**src/rtl/inst_fetch_if.sv**
```systemverilog
// Instruction fetch bus: memory read port, decode handoff, redirect and halt.
// master is the fetch unit, slave is the memory/decoder environment.
interface inst_fetch_if;
    logic        mem_req;
    logic [15:0] mem_addr;
    logic        mem_ack;
    logic [15:0] mem_rdata;
    logic [15:0] inop;
    logic [15:0] inop_pc;
    logic        inop_valid;
    logic        inop_ready;
    logic        br_taken;
    logic [15:0] br_target;
    logic        halt;

    modport master (
        output mem_req, mem_addr, inop, inop_pc, inop_valid,
        input  mem_ack, mem_rdata, inop_ready, br_taken, br_target, halt
    );

    modport slave (
        input  mem_req, mem_addr, inop, inop_pc, inop_valid,
        output mem_ack, mem_rdata, inop_ready, br_taken, br_target, halt
    );
endinterface

```
**src/rtl/inst_fetch.sv**
```systemverilog
// Instruction fetch unit: one outstanding read, 2-entry {pc,instr} buffer,
// branch redirect with drain of an in-flight request.
module inst_fetch #(
    parameter logic [15:0] RESET_PC = 16'h0000
) (
    input logic          clk,
    input logic          rst,
    inst_fetch_if.master bus
);

    localparam logic [1:0] IDLE  = 2'd0;
    localparam logic [1:0] FETCH = 2'd1;
    localparam logic [1:0] DRAIN = 2'd2;

    logic [1:0]  state_q, state_d;
    logic [15:0] pc_q, pc_d;
    logic [15:0] drain_q, drain_d;
    logic [15:0] fpc_q [2];
    logic [15:0] fins_q [2];
    logic        rd_q, wr_q;
    logic [1:0]  cnt_q, cnt_d;
    logic        ack, push, pop, go;

    assign ack  = (state_q != IDLE) && bus.mem_ack;
    assign push = (state_q == FETCH) && bus.mem_ack && !bus.br_taken;
    assign pop  = (cnt_q != 2'd0) && bus.inop_ready && !bus.br_taken;

    assign cnt_d = cnt_q - {1'b0, pop} + {1'b0, push};
    // Only request when the returning word is guaranteed a free slot.
    assign go    = (cnt_d < 2'd2) && !bus.halt && !bus.br_taken;

    always_comb begin
        state_d = state_q;
        pc_d    = pc_q;
        drain_d = drain_q;
        unique case (state_q)
            IDLE: begin
                if (go) state_d = FETCH;
            end
            FETCH: begin
                if (bus.br_taken) begin
                    state_d = ack ? IDLE : DRAIN;
                    drain_d = pc_q;
                end else if (ack) begin
                    state_d = go ? FETCH : IDLE;
                end
            end
            DRAIN: begin
                if (ack) state_d = IDLE;
            end
            default: state_d = IDLE;
        endcase
        if (push)         pc_d = pc_q + 16'd1;
        if (bus.br_taken) pc_d = bus.br_target;
    end

    always_ff @(posedge clk or negedge rst) begin
        if (!rst) begin
            state_q <= IDLE;
            pc_q    <= RESET_PC;
            drain_q <= RESET_PC;
        end else begin
            state_q <= state_d;
            pc_q    <= pc_d;
            drain_q <= drain_d;
        end
    end

    always_ff @(posedge clk or negedge rst) begin
        if (!rst) begin
            cnt_q     <= 2'd0;
            rd_q      <= 1'b0;
            wr_q      <= 1'b0;
            fpc_q[0]  <= 16'h0000;
            fpc_q[1]  <= 16'h0000;
            fins_q[0] <= 16'h0000;
            fins_q[1] <= 16'h0000;
        end else if (bus.br_taken) begin
            cnt_q <= 2'd0;
            rd_q  <= 1'b0;
            wr_q  <= 1'b0;
        end else begin
            if (push) begin
                fpc_q[wr_q]  <= pc_q;
                fins_q[wr_q] <= bus.mem_rdata;
                wr_q         <= ~wr_q;
            end
            if (pop) rd_q <= ~rd_q;
            cnt_q <= cnt_d;
        end
    end

    assign bus.mem_req    = (state_q != IDLE);
    assign bus.mem_addr   = (state_q == DRAIN) ? drain_q : pc_q;
    assign bus.inop_valid = (cnt_q != 2'd0);
    assign bus.inop       = fins_q[rd_q];
    assign bus.inop_pc    = fpc_q[rd_q];

endmodule

```
**src/flat_wrapper.sv**
```systemverilog
// flat-port wrapper written by rule: the top's interface ports become plain ports
module inst_fetch_flat 
#(
    parameter logic [15:0] RESET_PC = 16'h0000
)
  (clk, rst, bus_mem_req, bus_mem_addr, bus_inop, bus_inop_pc, bus_inop_valid, bus_mem_ack, bus_mem_rdata, bus_inop_ready, bus_br_taken, bus_br_target, bus_halt);
  inst_fetch_if bus_i ();
  input logic clk;
  input logic rst;
  output wire logic [$bits(bus_i.mem_req)-1:0] bus_mem_req;
  output wire logic [$bits(bus_i.mem_addr)-1:0] bus_mem_addr;
  output wire logic [$bits(bus_i.inop)-1:0] bus_inop;
  output wire logic [$bits(bus_i.inop_pc)-1:0] bus_inop_pc;
  output wire logic [$bits(bus_i.inop_valid)-1:0] bus_inop_valid;
  input wire logic [$bits(bus_i.mem_ack)-1:0] bus_mem_ack;
  input wire logic [$bits(bus_i.mem_rdata)-1:0] bus_mem_rdata;
  input wire logic [$bits(bus_i.inop_ready)-1:0] bus_inop_ready;
  input wire logic [$bits(bus_i.br_taken)-1:0] bus_br_taken;
  input wire logic [$bits(bus_i.br_target)-1:0] bus_br_target;
  input wire logic [$bits(bus_i.halt)-1:0] bus_halt;
  assign bus_mem_req = bus_i.mem_req;
  assign bus_mem_addr = bus_i.mem_addr;
  assign bus_inop = bus_i.inop;
  assign bus_inop_pc = bus_i.inop_pc;
  assign bus_inop_valid = bus_i.inop_valid;
  assign bus_i.mem_ack = bus_mem_ack;
  assign bus_i.mem_rdata = bus_mem_rdata;
  assign bus_i.inop_ready = bus_inop_ready;
  assign bus_i.br_taken = bus_br_taken;
  assign bus_i.br_target = bus_br_target;
  assign bus_i.halt = bus_halt;
  inst_fetch #(.RESET_PC(RESET_PC)) u_core (.clk(clk), .rst(rst), .bus(bus_i));
endmodule
```
**config.mk**
```make
export PLATFORM = sky130hd
export DESIGN_NAME = inst_fetch_flat
export DESIGN_NICKNAME = d
export VERILOG_FILES = /design/src/rtl/inst_fetch_if.sv /design/src/rtl/inst_fetch.sv /design/src/flat_wrapper.sv
export SDC_FILE = /design/constraint.sdc
export NUM_CORES = 1
export LEC_CHECK = 0
export CORE_ASPECT_RATIO = 0.8
export CORE_UTILIZATION = 48
export CTS_BUF_LIST = sky130_fd_sc_hd__clkbuf_4 sky130_fd_sc_hd__clkbuf_8 sky130_fd_sc_hd__clkbuf_16
export CTS_CLUSTER_DIAMETER = 150
export DETAILED_ROUTE_END_ITERATION = 12
export PLACE_DENSITY = 0.85
export SYNTH_ARGS = -nofsm -noshare
export SYNTH_HDL_FRONTEND = slang
export SYNTH_SLANG_ARGS = --single-unit
```
**constraint.sdc**
```tcl
create_clock -name clk -period 1.81 [get_ports clk]
set_input_delay 0.362 -clock clk [delete_from_list [all_inputs] [get_ports clk]]
set_output_delay 0.362 -clock clk [all_outputs]
set_load 0.05 [all_outputs]
```
==> results of run 1 <==
-- state kept, by name (all words and copies together) (netlist names) --
signal and flops:
u_core.fins_q 32, u_core.fpc_q 32, u_core.drain_q 16, u_core.pc_q 16, u_core.cnt_q 2, u_core.state_q 2, u_core.rd_q 1, u_core.wr_q 1
-- routing by layer --
metal	GRT usage	up-vias	share of wire	wire length (um)
met5	0	-	0	0
met4	0.0455	0	0.021	255
met3	0.0595	22	0.062	736
met2	0.362	117	0.47	5620
met1	0.318	1712	0.45	5320
li1	-	1528	-	-
-- cell usage after synthesis (6+ instances only) --
cell type and count:
mux2_2 122, xnor2_1 10, nand2_1 22, nor2_1 7, o21ai_0 13, dfrtp_1 102
buf_2 11, clkbuf_1 7, nor2b_1 6
-- report_power, final --
| group | switching, mW | total (mW) | internal [mW] |
|---|---|---|---|
| sequential | 0.357 | 3.19 | 2.83 |
| clock | 0.891 | 2.12 | 1.23 |
| combinational | 2.09 | 4.47 | 2.38 |
| total | 3.34 | 9.78 | 6.44 |
-- worst min path at each step --
stage                     slack, ns                            end  startpoint
after floorplan                0.07      u_core.cnt_q[0]$_DFF_PN0_         rst
after global placement         0.30  u_core.fins_q[14]$_DFFE_PN0P_         rst
after detailed placement       0.30  u_core.fins_q[29]$_DFFE_PN0P_         rst
after CTS                      0.48  u_core.fins_q[29]$_DFFE_PN0P_         rst
after global routing           0.51  u_core.fins_q[29]$_DFFE_PN0P_         rst
final                          0.48  u_core.fins_q[29]$_DFFE_PN0P_         rst
-- kinds of logic (layout without fill, tap and decap cells) --
kind of cell	Yosys count	after routing	share of synthesized area
buffers and inverters	31	147	0.0340
adder cells (fa/ha/maj)	3	3	0.00773
XOR/XNOR	15	15	0.0270
AO/OA/AOI/OAI	19	19	0.0216
AND/OR/NAND/NOR	68	68	0.0816
multiplexers	131	131	0.303
flip-flops	102	102	0.525
-- stage by stage --
stage / worst slack [ns] / TNS, ns / hold slack, ns / util / total power [mW]
3_3_place_gp: -0.260 / -9.97 / 0.298 / 0.673 / 7.24
4_1_cts: -0.161 / -5.29 / 0.481 / 0.730 / 9.68
6_report: -0.187 / -5.60 / 0.476 / 0.751 / 9.78
5_1_grt: -0.263 / -6.87 / 0.512 / 0.751 / 10.1
2_1_floorplan: -0.0651 / -0.0651 / 0.0664 / - / 5.37
3_5_place_dp: -0.296 / -12.82 / 0.303 / 0.673 / 7.35
-- cell type report --
cell class,count,area share
multi-input cells,236,0.328
clock inverters,7,0.0137
repair buffers,126,0.252
well taps,136,0.0233
flip-flops and latches,102,0.350
clock buffers,9,0.0308
inverters,5,0.00257
-- worst max-delay path, cell delays in order (launching register included) --
cell	delay, ns
dfrtp_1	0.38
or2_4	0.26
nand2_2	0.07
nor2_2	0.04
ha_1	0.28
inv_2	0.04
ha_4	0.17
xor2_4	0.18
xnor2_2	0.21
a21oi_2	0.08
nor3_2	0.18
-- repair_timing --
action / 4_1_cts / 5_1_grt
hold buffers: 1 / 0
endpoints found under the hold margin: 25 / 0
pin swaps: 1 / 4
setup buffers: 3 / 1
endpoints found under the setup margin: 50 / 50
cloned: 3 / 2
resized for setup: 35 / 38
==> flow_summary_export.csv, run 1 <==
group,metric,value,unit
power_and_ir_drop,leakage,3.27,nW
global_route,gr-total-overflow,0,
layout,n_antenna_cell,0,
power_and_ir_drop,power_density,1340,nW/um^2
detailed_routing,wl_per_cell,19.2,um
layout,area_growth,50.4,%
synth,synth-edff-count,0,
sta,slew_viol_final,0,
synth,synth_seq_area_share,0.525,
global_route,grt_antenna_before_repair,0,
worst_setup_path,arrival,2.25,ns
placed_design,dpl-instance-area,6550,um^2
layout,multiInputGateArea,2400,um^2
floorplanning,dieArea,10500,um^2
synth,synthFlopType,"dfrtp_1",
status,status,"finished, violations left",
worst_setup_path,endpoint,"u_core.state_q[0]$_DFFE_PN0P_",
status,violations,"setup timing",
synth,yosys-top-cells-area,"dfrtp_1, mux2_2, xnor2_1",
detailed_routing,drtAntennaViolNets,0,
synth,syn_nets,410,
clock_network,htreeDepth,3,
worst_setup_path,path_class,"reg2reg",
clock_network,clkTransAtPathRegs,0.07,ns
synth,syn_inst,369,
worst_setup_path,r2r_start,"u_core.cnt_q[0]$_DFF_PN0_",
sta,rsz0062_at_grt,"true",
placed_design,globalplace.congestion,0.761,
synth,netlist_area,4860,um^2
sta,tightest_slew,0.410,ns
worst_setup_path,critPathMaxFanout,2,
run,cap_violations,0,
sta,fin_ws,-0.187,ns
synth,synth_top_cell_by_area,"dfrtp_1",
layout,nets,521,
global_route,grt_pass1_vias,3522,
floorplanning,die_w,114,um
sta,max-slew-margin-rel,0.724,
layout,final_common_cell,"dfrtp_1",
detailed_routing,drt_wl_total,11900,um
worst_setup_path,crit_start,"u_core.cnt_q[0]$_DFF_PN0_",
power_and_ir_drop,ir_worst_vdd,0.000988,V
placed_design,dp_hpwl,7360,um
detailed_routing,drtPass1Iterations,5,
global_route,grt_pass1_wl,18300,um
global_route,grt_max_degree,43,
synth,ys_warn_count,0,
sta,fmax,0.501,GHz
detailed_routing,routed_via_density,5.44,
detailed_routing,vias,3379,
synth,yosysTopAreaCellShare,0.525,
layout,n_fill_cell,586,
synth,yosys_register_bits,102,
placed_design,portBuffers,87,
clock_network,cts_tree,"built",
sta,finClkSkew,0.00457,ns
layout,final_cells,621,
worst_setup_path,worst_setup_path_start_kind,"register",
sta,period_minus_slack,2.00,ns
layout,drive_gt1_frac,0.513,
floorplanning,start_util,0.499,
layout,final_area,7310,um^2
clock_network,numCtsBuffers,9,
sta,setup_violations,45,
synth,async_reset_ff_frac,1.00,
clock_network,numClockSinks,102,
layout,final_cell_mix,"dfrtp_1, mux2_2, buf_12, mux2_4, clkdlybuf4s50_1",
sta,fin_crit_sh,1.10,
sta,hold_violations,0,
floorplanning,ios,88,
min_path,min_path_type,"in2async",
floorplanning,core,9730,um^2
global_route,track_usage,0.229,
worst_setup_path,r2r-end,"u_core.state_q[0]$_DFFE_PN0P_",
floorplanning,row_count,32,
layout,regArea,2550,um^2
placed_design,dp_cells,596,
synth,synth_cell_types,37,
worst_setup_path,rr_worst_depth,10,
worst_setup_path,r2r_slack,-0.19,ns
worst_setup_path,endpoint_kind,"register",
clock_network,cts_buffer_depth,2,
worst_setup_path,required,2.07,ns
detailed_routing,drt_drc_violations_left,0,
floorplanning,die_y,92.0,um
synth,synth_area_per_cell,13.2,um^2
clock_network,root_buffer,"clkbuf_16",
detailed_routing,dr.first_iter.drc_count,189,
clock_network,clock_latency,0.34,ns
Power figures use the tool's default switching activity.
==> inputs of run 2 (changes only) <==
- CORE_UTILIZATION: 48 -> 55
- DONT_BUFFER_PORTS: unset -> 1
- PLACE_DENSITY: 0.85 -> 0.81
==> flow_summary_export.csv, run 2 (same netlist as run 1, synthesis figures left out) <==
group,metric,value,unit
floorplanning,core,8520,um^2
worst_setup_path,worst_setup_path_start_kind,"register",
sta,timing.hold.ws,-0.313,ns
worst_setup_path,r2r-end,"u_core.state_q[0]$_DFFE_PN0P_",
placed_design,dp_hpwl,6570,um
detailed_routing,drtAntennaViolNets,0,
sta,fin_crit_sh,1.06,
worst_setup_path,r2r_slack,-0.04,ns
layout,final_cells,503,
detailed_routing,drt_drc_violations_left,0,
sta,hold_violations,102,
layout,final_common_cell,"dfrtp_1",
detailed_routing,dr.first_iter.drc_count,205,
clock_network,numClockSinks,102,
sta,fmax,0.521,GHz
clock_network,clkTransAtPathRegs,0.09,ns
layout,n_antenna_cell,0,
layout,nets,427,
floorplanning,die_y,86.1,um
layout,area_growth,15.8,%
layout,final_cell_mix,"dfrtp_1, mux2_2, mux2_4, buf_4, nand2_1",
global_route,gr-total-overflow,0,
status,status,"finished, violations left",
min_path,min_path_type,"in2async",
placed_design,dpl_worst_slack,-0.0725,ns
detailed_routing,routed_via_density,5.86,
sta,slew_viol_final,0,
layout,regArea,2550,um^2
detailed_routing,vias,2948,
global_route,track_usage,0.226,
detailed_routing,drtPass1Iterations,4,
sta,max-slew-margin-rel,0.731,
global_route,grt_antenna_before_repair,0,
clock_network,numCtsBuffers,9,
detailed_routing,drt_wl_total,10100,um
placed_design,portBuffers,0,
floorplanning,dieArea,9220,um^2
worst_setup_path,r2r_start,"u_core.cnt_q[0]$_DFF_PN0_",
worst_setup_path,path_class,"reg2out",
worst_setup_path,critPathMaxFanout,6,
layout,final_util,0.660,
floorplanning,start_util,0.570,
power_and_ir_drop,leakage,2.53,nW
sta,fin_ws,-0.108,ns
clock_network,clock_latency,0.36,ns
global_route,grt_pass1_vias,3087,
worst_setup_path,required,1.45,ns
layout,largest_registers,"u_core.fins_q (32), u_core.fpc_q (32)",
worst_setup_path,arrival,1.56,ns
global_route,grt_pass1_wl,15700,um
sta,setup_violations,28,
sta,period_minus_slack,1.92,ns
layout,multiInputGateArea,2380,um^2
placed_design,dp_cells,480,
floorplanning,die_w,107,um
worst_setup_path,rr_worst_depth,10,
floorplanning,ios,88,
placed_design,globalplace.congestion,0.782,
sta,finClkSkew,0.00920,ns
clock_network,htreeDepth,3,
global_route,grt_max_degree,103,
sta,tightest_slew,0.400,ns
power_and_ir_drop,ir_worst_vdd,0.000796,V
run,cap_violations,0,
layout,drive_gt1_frac,0.491,
worst_setup_path,crit_start,"u_core.state_q[1]$_DFFE_PN0P_",
clock_network,cts_buffer_depth,2,
layout,n_fill_cell,618,
status,violations,"hold timing, setup timing",
sta,rsz0062_at_grt,"true",
detailed_routing,wl_per_cell,20.0,um
worst_setup_path,endpoint_kind,"output pin",
clock_network,root_buffer,"clkbuf_8",
floorplanning,row_count,30,
power_and_ir_drop,power_density,1310,nW/um^2
clock_network,cts_tree,"built",
[run 2: per-stage QoR]
stage / hold slack [ns] / setup TNS [ns] / total power [mW] / area (um^2)
after floorplan: 0.0664 / -0.0651 / 5.37 / 4900
after global placement: 0.0687 / 0 / 5.57 / 5090
after detailed placement: 0.0689 / -0.0725 / 5.67 / 5090
after CTS: -0.328 / -1.65 / 7.40 / 5540
after global routing: -0.344 / -3.35 / 7.69 / 5630
final: -0.313 / -1.65 / 7.38 / 5630
[run 2: worst max path at each step]
stage                               endpoint  slack (ns)  cells after the start
2_1_floorplan  u_core.state_q[0]$_DFFE_PN0P_       -0.07                     11
3_3_place_gp   u_core.state_q[0]$_DFFE_PN0P_        0.01                     10
3_5_place_dp   u_core.state_q[0]$_DFFE_PN0P_       -0.07                     10
4_1_cts                      bus_mem_addr[0]       -0.11                      3
5_1_grt                     bus_mem_addr[13]       -0.15                      3
6_report                    bus_mem_addr[13]       -0.11                      3
[run 2: final cells by class]
class | instances | share of cell area
clock buffers | 11 | 0.0258
clock inverters | 5 | 0.0104
inverters | 5 | 0.00378
multi-input cells | 236 | 0.423
flip-flops and latches | 102 | 0.454
well taps | 112 | 0.0249
repair buffers | 32 | 0.0578
[run 2: where the power goes]
group	leakage [nW]	internal (mW)	total (mW)	switching (mW)
sequential	1.28	2.83	3.16	0.330
clock	0.0990	0.693	1.45	0.757
combinational	1.14	1.05	2.77	1.72
[run 2: layer usage]
metal,GRT usage,part of all wire,up-vias
met5,0,0,-
met2,0.368,0.48,79
met3,0.0691,0.067,12
li1,-,-,1331
met1,0.297,0.44,1526
met4,0.0548,0.012,0
[run 2: what timing repair did]
| action | 4_1_cts | 5_1_grt |
|---|---|---|
| resized for setup | 57 | 12 |
| cloned | 1 | 2 |
| hold endpoints to repair | 102 | 102 |
| setup buffers | 4 | 0 |
| pin swaps | 1 | 1 |
| endpoints found under the setup margin | 49 | 40 |
[run 2: critical path, cell delays in order, from the launching register on]
cell,delay [ns]
dfrtp_1,0.39
nor2b_4,0.23
buf_6,0.17
mux2_4,0.39
==> inputs of run 3 (changes only) <==
- CTS_BUF_LIST: sky130_fd_sc_hd__clkbuf_4 sky130_fd_sc_hd__clkbuf_8 sky130_fd_sc_hd__clkbuf_16 -> sky130_fd_sc_hd__clkbuf_8
==> flow_summary_export.csv, run 3 (same netlist as run 1, synthesis figures left out) <==
group,metric,value,unit
worst_setup_path,arrival,1.56,ns
sta,hold_violations,102,
global_route,grt_pass1_wl,15800,um
placed_design,dpl_worst_slack,-0.0725,ns
floorplanning,dieArea,9220,um^2
global_route,use_met2,0.369,
clock_network,htreeDepth,3,
clock_network,numClockSinks,102,
floorplanning,row_count,30,
global_route,grtUsageMet1,0.297,
clock_network,cts_tree,"built",
sta,slew_viol_final,0,
global_route,grt_antenna_before_repair,0,
detailed_routing,vias,2965,
power_and_ir_drop,power_density,1310,nW/um^2
placed_design,dp_hpwl,6570,um
worst_setup_path,endpoint_kind,"output pin",
sta,max-slew-margin-rel,0.723,
sta,setup_violations,28,
clock_network,numCtsBuffers,9,
floorplanning,die_y,86.1,um
detailed_routing,dr.first_iter.drc_count,193,
power_and_ir_drop,ir_worst_vdd,0.000797,V
worst_setup_path,critPathMaxFanout,6,
global_route,gr-total-overflow,0,
worst_setup_path,required,1.45,ns
status,violations,"hold timing, setup timing",
sta,finClkSkew,0.00729,ns
floorplanning,core,8520,um^2
worst_setup_path,critPathSlowestCell,"dfrtp_2",
worst_setup_path,path_delay_family,"flip-flops",
floorplanning,die_w,107,um
placed_design,globalplace.congestion,0.782,
floorplanning,start_util,0.570,
detailed_routing,wl_per_cell,20.2,um
worst_setup_path,cp_num_buf_inv,1,
run,cap_violations,0,
worst_setup_path,worst_setup_path_start_kind,"register",
sta,fin_ws,-0.110,ns
clock_network,root_buffer,"clkbuf_8",
worst_setup_path,crit_chain,"nor2b_4, buf_6, mux2_4",
layout,drive_gt1_frac,0.488,
sta,timing.hold.ws,-0.317,ns
layout,final_util,0.660,
layout,largest_registers,"u_core.fins_q (32), u_core.fpc_q (32)",
floorplanning,ios,88,
global_route,grt_pass1_vias,3096,
layout,nets,427,
placed_design,portBuffers,0,
layout,final_cell_mix,"dfrtp_1, mux2_2, mux2_4, buf_4, nand2_1",
worst_setup_path,cpPeakStageDelay,0.44,ns
detailed_routing,drt_drc_violations_left,0,
sta,fmax,0.521,GHz
sta,fin_crit_sh,1.06,
layout,final_common_cell,"dfrtp_1",
status,status,"finished, violations left",
clock_network,cts_buffer_depth,2,
sta,tightest_slew,0.412,ns
global_route,grt_max_degree,103,
power_and_ir_drop,leakage,2.53,nW
layout,area_growth,15.8,%
clock_network,clkTransAtPathRegs,0.09,ns
detailed_routing,drt_wl_total,10200,um
detailed_routing,drtAntennaViolNets,0,
worst_setup_path,path_class,"reg2out",
global_route,top_usage_layer,"met2",
sta,rsz0062_at_grt,"true",
min_path,min_path_type,"in2async",
layout,n_antenna_cell,0,
global_route,track_usage,0.226,
detailed_routing,drtPass1Iterations,4,
sta,period_minus_slack,1.92,ns
global_route,use_met3,0.0691,
detailed_routing,routed_via_density,5.89,
clock_network,clock_latency,0.36,ns
run 3: cell types whose count changed in the layout (fill, tap and decap cells not counted):
cell / delta
clkbuf_4: -1
inv_1: +1
run 3: path summary, 6_finish.rpt:
path / depth (start not counted) / slack [ns] / start / endpoint
worst max-delay path: 3 / -0.11 / u_core.state_q[0]$_DFFE_PN0P_ / bus_mem_addr[13]
worst min-delay path: 0 / -0.32 / rst / u_core.fpc_q[24]$_DFFE_PN0P_
worst max register to register: 10 / -0.04 / u_core.cnt_q[0]$_DFF_PN0_ / u_core.state_q[0]$_DFFE_PN0P_
worst min register to register: 1 / 0.50 / u_core.fins_q[28]$_DFFE_PN0P_ / u_core.fins_q[28]$_DFFE_PN0P_
max in group asynchronous: 0 / 1.97 / rst / u_core.rd_q$_DFFE_PN0P_
min in group clk: 1 / 0.05 / bus_mem_ack / u_core.state_q[1]$_DFFE_PN0P_
run 3: layout make-up:
class,count,area [um^2]
Multi-Input combinational cell,236,2380
Inverter,5,21.3
Clock inverter,6,62.6
Fill cell,621,2900
Clock buffer,10,138
Sequential cell,102,2550
Tap cell,112,140
Timing Repair Buffer,32,325
run 3: report_power, final:
group | switching (mW) | internal (mW)
logic | 1.72 | 1.05
clock network | 0.759 | 0.672
registers | 0.331 | 2.83
total | 2.81 | 4.55
run 3: routing by layer:
layer  vias up  part of all wire
met5         -                 0
met4         0             0.013
met3        16             0.080
met2        93              0.48
met1      1526              0.43
li1       1330                 -
run 3: what timing repair did:
item	in CTS	in global routing
hold endpoints to repair	102	102
buffers inserted	4	0
cloned	1	2
pin swaps	1	1
setup endpoints to repair	49	40
resized for setup	57	12
run 3: stage by stage:
| step | instance area (um^2) | setup TNS (ns) | hold slack, ns | power, mW | cells |
|---|---|---|---|---|---|
| 2_1_floorplan | 4900 | -0.0651 | 0.0664 | 5.37 | 369 |
| 3_3_place_gp | 5090 | 0 | 0.0687 | 5.57 | 480 |
| 3_5_place_dp | 5090 | -0.0725 | 0.0689 | 5.67 | 480 |
| 4_1_cts | 5530 | -1.65 | -0.330 | 7.38 | 501 |
| 5_1_grt | 5620 | -3.35 | -0.345 | 7.67 | 503 |
| 6_report | 5620 | -1.69 | -0.317 | 7.36 | 503 |
